<file path="config.mk">
export PLATFORM = sky130hd
export DESIGN_NAME = button_press_classifier
export DESIGN_NICKNAME = d
export VERILOG_FILES = /design/src/rtl/button_press_classifier_pkg.sv /design/src/rtl/button_press_classifier_press_timer.sv /design/src/rtl/button_press_classifier.sv
export SDC_FILE = /design/constraint.sdc
export NUM_CORES = 1
export LEC_CHECK = 0
export BUFFER_PORTS_ARGS = -buffer_cell sky130_fd_sc_hd__buf_2
export CORE_ASPECT_RATIO = 1.2
export CORE_MARGIN = 5
export CORE_UTILIZATION = 53
export DETAILED_ROUTE_END_ITERATION = 10
export GPL_ROUTABILITY_DRIVEN = 1
export HOLD_SLACK_MARGIN = 0.05
export PLACE_DENSITY_LB_ADDON = 0.12
export SYNTH_ARGS = -nofsm -noshare
export SYNTH_HDL_FRONTEND = slang
export SYNTH_HIERARCHICAL = 1
export SYNTH_SLANG_ARGS = --single-unit
</file>
<file path="constraint.sdc">
create_clock -name clk -period 3.7 [get_ports clk]
set_input_delay 0.37 -clock clk [delete_from_list [all_inputs] [get_ports clk]]
set_output_delay 0.37 -clock clk [all_outputs]
set_load 0.1 [all_outputs]
</file>
<file path="src/rtl/button_press_classifier_pkg.sv">
// Shared definitions for button gesture consumers: state encodings, default
// timing parameters and the event-count width.
package button_press_classifier_pkg;

   typedef enum logic [2:0] {
      ST_IDLE        = 3'd0,
      ST_PRESSED     = 3'd1,
      ST_WAIT_GAP    = 3'd2,
      ST_SECOND_HELD = 3'd3,
      ST_LONG_HELD   = 3'd4
   } state_e;

   localparam int DEF_LONG_TICKS    = 8;
   localparam int DEF_DBL_GAP_TICKS = 4;
   localparam int EVT_CNT_W         = 8;

endpackage

</file>
<file path="src/rtl/button_press_classifier_press_timer.sv">
// Up-counter with synchronous clear (priority over enable) and a terminal flag
// raised when the count reaches term_val-1.
module press_timer #(
   parameter int CNT_W = 16
) (
   input  logic             clk,
   input  logic             reset,
   input  logic             clr_i,
   input  logic             en_i,
   input  logic [CNT_W-1:0] term_val_i,
   output logic             term_o
);

   localparam logic [CNT_W-1:0] ONE = CNT_W'(1);

   logic [CNT_W-1:0] count_q;
   logic [CNT_W-1:0] count_d;

   always_comb begin
      count_d = count_q;
      if (clr_i) begin
         count_d = '0;
      end else if (en_i) begin
         count_d = count_q + ONE;
      end
   end

   always_ff @(posedge clk) begin
      if (reset) begin
         count_q <= '0;
      end else begin
         count_q <= count_d;
      end
   end

   assign term_o = (count_q == (term_val_i - ONE));

endmodule

</file>
<file path="src/rtl/button_press_classifier.sv">
// Classifies debounced button gestures into short / double / long presses,
// emitting registered one-cycle pulses and a wrapping event count.
module button_press_classifier
   import button_press_classifier_pkg::*;
#(
   parameter int LONG_TICKS    = DEF_LONG_TICKS,
   parameter int DBL_GAP_TICKS = DEF_DBL_GAP_TICKS,
   parameter int CNT_W         = 16
) (
   input  logic                 clk,
   input  logic                 reset,
   input  logic                 btn_level,
   output logic                 short_press,
   output logic                 double_press,
   output logic                 long_press,
   output logic                 busy,
   output logic [EVT_CNT_W-1:0] event_cnt,
   output logic [2:0]           dbg_state
);

   state_e               state_q, state_d;
   logic                 prev_q;
   logic                 short_q, short_d;
   logic                 double_q, double_d;
   logic                 long_q, long_d;
   logic                 busy_q;
   logic [EVT_CNT_W-1:0] cnt_q, cnt_d;
   logic                 tmr_clr, tmr_en, tmr_term;
   logic [CNT_W-1:0]     tmr_term_val;
   logic                 rise;

   assign rise = btn_level & ~prev_q;

   // One timer serves both timed states; the terminal follows the current state.
   assign tmr_term_val = (state_q == ST_PRESSED) ? CNT_W'(LONG_TICKS) : CNT_W'(DBL_GAP_TICKS);

   press_timer #(.CNT_W(CNT_W)) u_timer (
      .clk       (clk),
      .reset     (reset),
      .clr_i     (tmr_clr),
      .en_i      (tmr_en),
      .term_val_i(tmr_term_val),
      .term_o    (tmr_term)
   );

   always_comb begin
      state_d  = state_q;
      short_d  = 1'b0;
      double_d = 1'b0;
      long_d   = 1'b0;
      tmr_clr  = 1'b0;
      tmr_en   = 1'b0;
      case (state_q)
         ST_IDLE: begin
            if (rise) begin
               state_d = ST_PRESSED;
               tmr_clr = 1'b1;
            end
         end
         ST_PRESSED: begin
            if (!btn_level) begin
               state_d = ST_WAIT_GAP;
               tmr_clr = 1'b1;
            end else if (tmr_term) begin
               long_d  = 1'b1;
               state_d = ST_LONG_HELD;
               tmr_clr = 1'b1;
            end else begin
               tmr_en = 1'b1;
            end
         end
         ST_WAIT_GAP: begin
            if (btn_level) begin
               double_d = 1'b1;
               state_d  = ST_SECOND_HELD;
               tmr_clr  = 1'b1;
            end else if (tmr_term) begin
               short_d = 1'b1;
               state_d = ST_IDLE;
               tmr_clr = 1'b1;
            end else begin
               tmr_en = 1'b1;
            end
         end
         ST_SECOND_HELD, ST_LONG_HELD: begin
            if (!btn_level) begin
               state_d = ST_IDLE;
            end
         end
         default: begin
            state_d = ST_IDLE;
            tmr_clr = 1'b1;
         end
      endcase
      cnt_d = cnt_q;
      if (short_d || double_d || long_d) begin
         cnt_d = cnt_q + EVT_CNT_W'(1);
      end
   end

   always_ff @(posedge clk) begin
      prev_q <= btn_level;
      if (reset) begin
         state_q  <= ST_IDLE;
         short_q  <= 1'b0;
         double_q <= 1'b0;
         long_q   <= 1'b0;
         busy_q   <= 1'b0;
         cnt_q    <= '0;
      end else begin
         state_q  <= state_d;
         short_q  <= short_d;
         double_q <= double_d;
         long_q   <= long_d;
         busy_q   <= (state_d != ST_IDLE);
         cnt_q    <= cnt_d;
      end
   end

   assign short_press  = short_q;
   assign double_press = double_q;
   assign long_press   = long_q;
   assign busy         = busy_q;
   assign event_cnt    = cnt_q;
   assign dbg_state    = state_q;

endmodule

</file>
Word-level counts from Yosys, hierarchy flattened --
Index checks and enable logic that the tools add are counted.
Operators by class: bitwise logic cells 2, reduce and logical (&&, ||, !) cells 6, muxes and demuxes 23, equality and inequality tests 5, add/sub/neg operators 3
Operator list (number):
- two-way mux 3 bit | 6
- adder 16 x 1 -> 16 bit, second input constant | 1
- == test 16 bit | 1
- two-way mux 1 bit | 13
- case mux 3 bit (4 select lines) | 1
- adder 8 x 1 -> 8 bit, second input constant | 1
- == test 3 x 2 -> 1 bit, second input constant | 2
- subtractor 4 x 1 -> 5 bit, second input constant | 1
- two-way mux 4 bit | 1
- case mux 1 bit (4 select lines) | 1
- OR reduction 2 bit | 2
- == test 3 x 1 -> 1 bit, second input constant | 1
- == test 3 bit, second input constant | 1
- logical NOT 3 bit | 1
- nonzero test 3 bit | 1
- logical OR 1 bit | 2
- case mux 1 bit (2 select lines) | 1
- bitwise AND 1 bit | 1
- inverter 1 bit | 1
Word-level totals: input bits 3, output and inout port bits 15, flip-flop bits (word level) 32, word-level logic and storage cells 47

Longest topological paths before layout --
Gate-level depths: netlist (run 1).
depth after elaboration 9, mapped depth 20, depth with buffers taken out 16

By module --
Netlist (run 1), hierarchy kept.
Modules (own cells, without submodules):
- press_timer | instances 1, seq. area each 320.3 um^2, area an instance 1208.7 um^2, cells an instance 156
- button_press_classifier | instances 1, seq. area each 320.3 um^2, area an instance 838.3 um^2, cells an instance 93

Least setup slack after synthesis (run 1) --
Ideal clock, no wire load.
kind reg-to-reg, start point register state_q[2] (netlist: dbg_state[2]), end point register u_timer.count_q[14], setup slack -0.726 ns, clock period less this slack 4.426 ns, library setup time 0.070 ns, arrival time 4.356 ns, cell stages (with the launch flop) 18, cell sequence dfxtp_1 > buf_2 > buf_1 > nor2_1 > nor4_1 > clkbuf_1 > nor2_1 > o21ai_0 > a21oi_1 > o31ai_1 > nor4_1 > buf_4 > nor3_1 > and3_1 > and3_1 > nand2b_1 > or3_1 > a21oi_1
RTL lines:
- from (decl) | RTL line button_press_classifier.sv:21 | state_e state_q, state_d;
- from (signal assigned) | RTL line button_press_classifier.sv:111 | state_q <= state_d;
- == test 3 x 1 -> 1 bit * | RTL line button_press_classifier.sv:35 | assign tmr_term_val = (state_q == ST_PRESSED) ? CNT_W'(LONG_TICKS) : CNT_W'(DBL_GAP_TICKS);
- two-way mux 4 bit * | RTL line button_press_classifier.sv:35
- net tmr_term_val[3] | RTL line button_press_classifier.sv:29 | logic [CNT_W-1:0] tmr_term_val;
- subtractor 4 x 1 -> 5 bit * | RTL line button_press_classifier_press_timer.sv:36 | assign term_o = (count_q == (term_val_i - ONE));
- == test 16 bit * | RTL line button_press_classifier_press_timer.sv:36
- net tmr_term | RTL line button_press_classifier.sv:28 | logic tmr_clr, tmr_en, tmr_term;
- two-way mux 1 bit * | RTL line button_press_classifier.sv:64, button_press_classifier.sv:77
- two-way mux 1 bit (on tied branches) | RTL line button_press_classifier.sv:73, button_press_classifier.sv:61
- case mux 1 bit (2 select lines) * | RTL line button_press_classifier.sv:53 | case (state_q)
- net tmr_en | RTL line button_press_classifier.sv:28
- to (signal assigned) | RTL line button_press_classifier_press_timer.sv:32 | count_q <= count_d;
- to (decl) | RTL line button_press_classifier_press_timer.sv:16 | logic [CNT_W-1:0] count_q;
Mark *: on every way through the listed nets, which the timed path passes. The rest lies on a longest branch. A chain may end at the register's enable or synchronous reset.

Worst setup path in the final report (run 1) --
start point register state_q[1] (netlist: dbg_state[1]), end point register cnt_q[6] (netlist: event_cnt[6])
On the way: word-level cells in the longest chain between the ends 9
RTL lines:
- == test 3 x 1 -> 1 bit * | RTL line button_press_classifier.sv:35
- two-way mux 4 bit * | RTL line button_press_classifier.sv:35
- net tmr_term_val[3] | RTL line button_press_classifier.sv:29
- subtractor 4 x 1 -> 5 bit * | RTL line button_press_classifier_press_timer.sv:36
- == test 16 bit * | RTL line button_press_classifier_press_timer.sv:36
- net tmr_term | RTL line button_press_classifier.sv:28
- two-way mux 1 bit * | RTL line button_press_classifier.sv:64, button_press_classifier.sv:77
- two-way mux 1 bit | RTL line button_press_classifier.sv:73 | if (btn_level) begin
- two-way mux 1 bit | RTL line button_press_classifier.sv:53
- logical OR 1 bit | RTL line button_press_classifier.sv:96 | if (short_d || double_d || long_d) begin
- logical OR 1 bit * | RTL line button_press_classifier.sv:96
- to (signal assigned) | RTL line button_press_classifier.sv:116 | cnt_q <= cnt_d;
- to (decl) | RTL line button_press_classifier.sv:27 | logic [EVT_CNT_W-1:0] cnt_q, cnt_d;
Marks and branches as above.

==> metrics.txt, run 1 <==
clk_skew 0.00438 ns; clock sinks 32; number of synthesized flops with an enable pin 0; CTS tree done; number of max-cap violations 0; CTS Hold Buffers Added 0; worst reg-to-reg path cell count 14; PD cells around 320 nW/um2; worst path cell trace nand2b_1, nor2_4, inv_2, nor2_1, nand2_1, or4_1, a21oi_1, o31ai_1, nor4_2, buf_4, nand3b_2, a311oi_2, a21oi_1, a31o_1; Synth top area share a little under a third; critical path capture point type flip-flop; htree depth 2; first-pass GRT wire length around 7.2 mm; total track usage between 10% and 20%; Setup-failing EPs final 0; FF-to-FF setup slack roughly 0.33 ns; DR vias/cell between 4 and 5; critical path class flip-flop to flip-flop; DR pass1 iterations 4; Skew-Pair Late Insertion Delay 0.28 ns; Die W approximately 67 um; Max VDD drop 0.000322 V; Multi-input gate area about 1500 um2; Synth area leaders dfxtp_1, xnor2_1, xor2_1, nor2_1, nand2_1; Synth Warn # 6; reg2reg start dbg_state[1]$_SDFF_PP0_; layout cells sized above 1 about 17%; arrival time at the worst endpoint between 3 and 4 ns; routed wire length per instance roughly 11 um; area leader, netlist dfxtp_1; vias in the first global route 1661; Post-Synthesis Cells 249; cell count along the critical path 14; Final nets about 320; Final Cycle Share 91.1%; Critical Path RT between 3 and 4 ns; Synth Cell Area around 2000 um2; P_leak between 0.9 and 1 nW; area delta synth->final 23.0%; Fillers 334; min Tclk post-route roughly 3.4 ns; Clock Pin Slew Worst Setup and Hold Paths 0.07 ns; final wirelength around 4.2 mm; Post-synth ARST share 0%; DRC 0; Initial Util roughly 55%; fmax roughly 300 MHz; DIE AREA 5210 um2; buffers added on ports 17; crit path from dbg_state[1]$_SDFF_PP0_; 1st-iter DRT viols 56; Setup crit end event_cnt[6]$_SDFFE_PP0P_; core area around 3700 um2; register area ~650 um2; total CTS buffers 5; DR vias around 1800; Synth cell types 47; status completed; gr ovfl total 0; reg-to-reg endpoint event_cnt[6]$_SDFFE_PP0P_; post-route ant nets 0; DIE HEIGHT 78.1 um; RSZ-0062 raised after global routing no; Post-synth top flop dfxtp_1; worst-path fanout max 8; Synth Register Bits 32; CP delay by family, top simple AND/OR/NAND/NOR gates; Commonest cells post-synth nor2_1, dfxtp_1, xnor2_1, nand2_1, xor2_1; Slowest cell on crit path nor4_2; Hold Path Class input pin to flip-flop; Setup TNS Final 0 ns; root buffer cell clkbuf_8; GPL Wtd Cong ~0.77; Antenna Cells 0; clock tree buffer depth 2; largest net degree at the start of global routing 19; initial antenna violation count 0; most frequent CP cell a21oi_1; final hold slack around 0.33 ns; Ports 18; hold wc startpoint btn_level; CP Buf/Inv Count 2; worst stage delay on the critical path approximately 0.42 ns; Slew Viols, Final 0; syn avg cell area between 8 and 9 um2; hpwl dp 3.07 mm; most common cell in the netlist nor2_1; sequential fraction of the synthesis area approximately 31%; cell row count 24; Worst setup SP type flip-flop; Hold Vio Cnt, Final 0
layer usage:
layer  routed length, um  vias up  track usage [%]
met2                2270       14             31.5
met1                1770      839             20.0
met5                   0        -                0
met3                  95        4             4.14
met4                  40        0             5.49
li1                    -      948                -
metrics by stage:
step                      util [%]  worst slack (ns)  cell area (um2)  power (mW)  std cells
after floorplan                  -            0.0251             2230       0.439        292
after global placement        63.7             0.273             2350       0.451        352
after detailed placement      63.7             0.237             2350       0.452        352
after CTS                     67.1             0.176             2480       0.819        360
after global routing          68.2            0.0750             2520       0.857        364
final                         68.2             0.330             2520       0.817        364
worst min path at each step:
stage	slack (ns)	cells past startpoint	endpoint
4_1_cts	0.33	1	prev_q$_DFF_P_
2_1_floorplan	0.40	0	prev_q$_DFF_P_
3_3_place_gp	0.48	2	event_cnt[7]$_SDFFE_PP0P_
5_1_grt	0.33	1	prev_q$_DFF_P_
3_5_place_dp	0.49	2	event_cnt[7]$_SDFFE_PP0P_
6_report	0.33	1	prev_q$_DFF_P_
state kept, by name, indices dropped and copies added (netlist names):
name	cells
short_press	1
long_press	1
event_cnt	8
prev_q	1
busy	1
u_timer/count_q	16
dbg_state	3
double_press	1
area by class of cell:
class / instances / area share [%]
Clock buffer: 7 / 3.83
Sequential cell: 32 / 25.7
Clock inverter: 1 / 1.19
Tap cell: 52 / 2.58
Timing Repair Buffer: 25 / 5.77
Multi-Input combinational cell: 237 / 59.4
Inverter: 10 / 1.49
placed cells by master (no fill, tap or decap), drive strengths merged, types with 7 or more instances in the layout:
cell / instances
xnor2: 25
nor2: 33
nand4: 7
clkbuf: 7
o21ai: 12
nor3: 7
inv: 10
buf: 25
conb: 44
dfxtp: 32
nand2: 19
xor2: 15
a21oi: 8
where the power goes:
| group | switching, mW | leakage, nW | total [mW] | internal, mW |
|---|---|---|---|---|
| registers | 0.00243 | 0.260 | 0.350 | 0.347 |
| clock network | 0.130 | 0.0645 | 0.368 | 0.238 |
| logic | 0.0659 | 0.660 | 0.0993 | 0.0334 |
logic make-up after synthesis:
group           Yosys count  share of synthesized area (%)
compound gates           42                           14.4
xor+xnor                 40                           17.1
fa+ha+maj                 3                           1.83
buf+inv                  23                           4.95
flops                    32                           31.3
mux                       4                           2.02
other cells               1                          0.183
simple gates            104                           28.2
what timing repair did:
action | 4_1_cts | 5_1_grt
endpoints found under the setup margin | 0 | 13
setup buffers | 0 | 4
gates resized for setup | 0 | 3
No activity file was read; power rests on OpenSTA's default activity.
==> run 2, diff against run 1 <==
--- a/config.mk
+++ b/config.mk
@@ -6,8 +6,9 @@
 export NUM_CORES = 1
 export LEC_CHECK = 0
+export ABC_AREA = 1
 export BUFFER_PORTS_ARGS = -buffer_cell sky130_fd_sc_hd__buf_2
 export CORE_ASPECT_RATIO = 1.2
 export CORE_MARGIN = 5
-export CORE_UTILIZATION = 53
+export CORE_UTILIZATION = 54
 export DETAILED_ROUTE_END_ITERATION = 10
 export GPL_ROUTABILITY_DRIVEN = 1
==> constraint.sdc (replaced) <==
create_clock -name clk -period 3.7 [get_ports clk]
set_input_delay 0.74 -clock clk [delete_from_list [all_inputs] [get_ports clk]]
set_output_delay 0.74 -clock clk [all_outputs]
set_load 0.1 [all_outputs]
==> run 2 against run 1 <==
Via count rose by 20%; routed wire length rose by 11%; flip-flop and latch count did not move; first-iteration DRC count rose by 8.9%; sequential share of layout area fell by 1.5 points; sequential power barely moved; area after synthesis rose by 9.7%; clock-buffer cell count did not move; clock power fell by 25%; critical path type unchanged.
==> metrics.txt, run 2 <==
status completed; 1st-iter DRT viols 61 (+8.9%); Setup-failing EPs final 0 (unchanged); placed insts 468 (+33%); Ports 18 (unchanged); hold wc startpoint u_timer/count_q[3]$_SDFFE_PP0P_; DIE HEIGHT 80.6 um (+3.3%); Skew-Pair Late Insertion Delay 0.28 ns (about the same); root buffer cell clkbuf_8; Initial Util 56.5% (+1.1 points); most common cell in the netlist nand2_1; PD cells 278 nW/um2 (-14%); Post-synth ARST share 0% (unchanged); cell row count 25 (+4.2%); CP delay by family, top simple AND/OR/NAND/NOR gates; vias in the first global route 2078 (+25%); register area 644 um2 (-0.39%); clock sinks 32 (unchanged); Clock Pin Slew Worst Setup and Hold Paths 0.07 ns (about the same); Synth Cell Area 2240 um2 (+9.7%); Hold Vio Cnt, Final 0 (unchanged); Commonest cells post-synth nand2_1, inv_1, nor2_1, dfxtp_1, nand3_1; Largest register FFs 16 (unchanged); number of max-cap violations 0 (unchanged); Antenna Cells 0 (unchanged); Die W 68.9 um (+3.2%); Synth Register Bits 32 (unchanged); Worst setup SP type flip-flop; DRC 0 (unchanged); min Tclk post-route 3.22 ns (-0.154 ns); number of synthesized flops with an enable pin 0 (unchanged); fmax 311 MHz (+4.8%); Post-Layout Inst Area 2660 um2 (+5.6%); total CTS buffers 5 (unchanged); Fillers 379 (+13%); RSZ-0062 raised after global routing no; FF-to-FF setup slack 0.48 ns (+0.15 ns); critical path capture point type flip-flop; Synth cell types 34 (-28%); GPL Wtd Cong 0.893 (+15%); area leader, netlist dfxtp_1; post-route ant nets 0 (unchanged); Slew Viols, Final 0 (unchanged); final wirelength 4.65 mm (+11%); placed inst area 2560 um2 (+8.9%); Hold Path Class flip-flop to flip-flop; sequential fraction of the synthesis area 28.5% (-2.8 points); worst-path fanout max 6 (-2); CP Buf/Inv Count 6 (+4); arrival time at the worst endpoint 3.39 ns (-0.15 ns); area delta synth->final 18.5%; DR vias 2160 (+20%); critical path class flip-flop to flip-flop; total power 738 uW (-9.6%); Slowest cell on crit path dfxtp_2; Worst Hold Depth 1 (unchanged); routed wire length per instance 9.76 um (-15%); DR vias/cell 4.54 (-8.5%); Max VDD drop 0.000319 V (-0.74%); clock tree buffer depth 2 (unchanged); Post-synth top flop dfxtp_1; DR pass1 iterations 5 (+1); P_leak 1.33 nW (+35%); fin cells 476 (+31%); commonest non-fill, non-tap cells in the layout nand2_1, inv_1, nor2_1; Synth top area share 28.5% (-2.8 points); first-pass GRT wire length 8.30 mm (+15%); buffers added on ports 17 (unchanged); hpwl dp 3.85 mm (+25%); DIE AREA 5550 um2 (+6.6%); hold endpoint u_timer/count_q[3]$_SDFFE_PP0P_; CTS tree done; layout cells sized above 1 15.2% (-1.5 points); core area 3970 um2 (+7.6%); most flop-heavy register u_timer/count_q; worst stage delay on the critical path 0.34 ns (-0.08 ns); final hold slack 0.519 ns (+0.187 ns); initial antenna violation count 0 (unchanged); Final nets 427 (+35%); Final Cycle Share 86.9% (-4.2 points); most common cell after layout, fill and taps aside nand2_1; largest net degree at the start of global routing 14 (-5); clk_skew 0.00367 ns (-0.000712 ns); most frequent CP cell nor2_1; Post-Synthesis Cells 352 (+41%); Critical Path RT 3.87 ns (about the same); reg-to-reg endpoint u_timer/count_q[12]$_SDFFE_PP0P_; reg2reg start dbg_state[0]$_SDFF_PP0_; Synth Warn # 6 (unchanged); syn avg cell area 6.38 um2 (-22%); worst reg-to-reg path cell count 26 (+12); Setup TNS Final 0 ns (unchanged); gr ovfl total 0 (unchanged); Synth area leaders dfxtp_1, nand2_1, inv_1, nor2_1, nand3_1; htree depth 2 (unchanged); Multi-input gate area 1530 um2 (+2.1%); total track usage 19.6% (+2.0 points)
==> run 2: changes by cell type in the layout (fill, tap and decap cells not counted), moves of 8 or more <==
cell	delta
nand2_1	+65
nand2_2	+8
nand3_1	+25
inv_1	+44
xnor2_1	-20
nor2_1	+18
a21oi_1	+10
==> run 2: cells by family (layout without fill, tap and decap cells) <==
family / after synthesis / count (layout) / synth area share (%)
adder cells (fa/ha/maj): 3 / 3 / 1.67
buffers and inverters: 61 / 87 / 10.9
AND/OR/NAND/NOR: 201 / 201 / 43.1
other: 1 / 45 / 0.167
XOR/XNOR: 14 / 14 / 5.46
AO/OA/AOI/OAI: 40 / 40 / 10.1
flip-flops: 32 / 32 / 28.5
==> run 2: worst max-delay path by stage <==
stage / slack, ns / end / depth (start not counted) / start
5_1_grt: 0.03 / u_timer/count_q[12]$_SDFFE_PP0P_ / 26 / dbg_state[0]$_SDFF_PP0_
2_1_floorplan: 0.14 / u_timer/count_q[15]$_SDFFE_PP0P_ / 25 / dbg_state[2]$_SDFF_PP0_
3_3_place_gp: 0.39 / u_timer/count_q[13]$_SDFFE_PP0P_ / 25 / dbg_state[0]$_SDFF_PP0_
3_5_place_dp: 0.26 / u_timer/count_q[15]$_SDFFE_PP0P_ / 26 / dbg_state[0]$_SDFF_PP0_
4_1_cts: 0.23 / u_timer/count_q[12]$_SDFFE_PP0P_ / 26 / dbg_state[0]$_SDFF_PP0_
6_report: 0.48 / u_timer/count_q[12]$_SDFFE_PP0P_ / 26 / dbg_state[0]$_SDFF_PP0_
==> run 2: where the power goes <==
part / internal [mW] / total [mW] / leakage [nW] / switching [mW]
clock network: 0.151 / 0.277 / 0.0445 / 0.126
registers: 0.348 / 0.352 / 0.260 / 0.00318
logic: 0.0302 / 0.110 / 1.03 / 0.0796
total: 0.530 / 0.738 / 1.33 / 0.209
==> run 2: worst register-to-register path: stages, from the launching register on <==
cell	delay [ns]
dfxtp_2	0.34
inv_2	0.11
nor2_4	0.06
nand2_1	0.18
inv_1	0.15
nor2_2	0.17
nand2_2	0.08
inv_1	0.11
nand2_2	0.08
nor2_1	0.12
nand2_1	0.09
nor2_1	0.09
nor2_1	0.06
nand3_1	0.08
nor2_1	0.09
inv_1	0.09
nand2_2	0.08
o21ai_2	0.22
inv_2	0.08
nor2_1	0.14
nand2_1	0.06
inv_1	0.12
nand3_2	0.11
nor2_2	0.12
nand2_1	0.07
o21ai_0	0.16
a21oi_1	0.06
==> run 2: through the flow <==
stage	worst slack (ns)	util (%)
finish	0.483	66.9
global route	0.0267	66.9
CTS	0.227	66.8
detailed placement	0.260	64.5
global placement	0.387	64.5
floorplan	0.142	-
==> run 2: cell type report <==
| cell class | count | area share, % |
|---|---|---|
| clock buffers | 7 | 3.25 |
| clock inverters | 1 | 0.282 |
| well taps | 54 | 2.54 |
| repair buffers | 19 | 3.76 |
| multi-input cells | 303 | 57.5 |
| flip-flops and latches | 32 | 24.2 |
| inverters | 60 | 8.47 |
==> run 2: per-layer routing <==
metal  routed length [um]  global-route usage (%)  vias up
li1                     -                       -     1197
met1                 2010                    21.7      914
met2                 2400                    35.4       41
met3                  138                    3.50        8
met4                   91                    7.99        0
met5                    0                       0        -
==> run 2: what timing repair did <==
| item | in CTS | in global routing |
|---|---|---|
| gates resized for setup | 0 | 2 |
| endpoints found under the setup margin | 0 | 4 |
| hold buffers | 0 | 0 |
| buffers inserted | 0 | 0 |
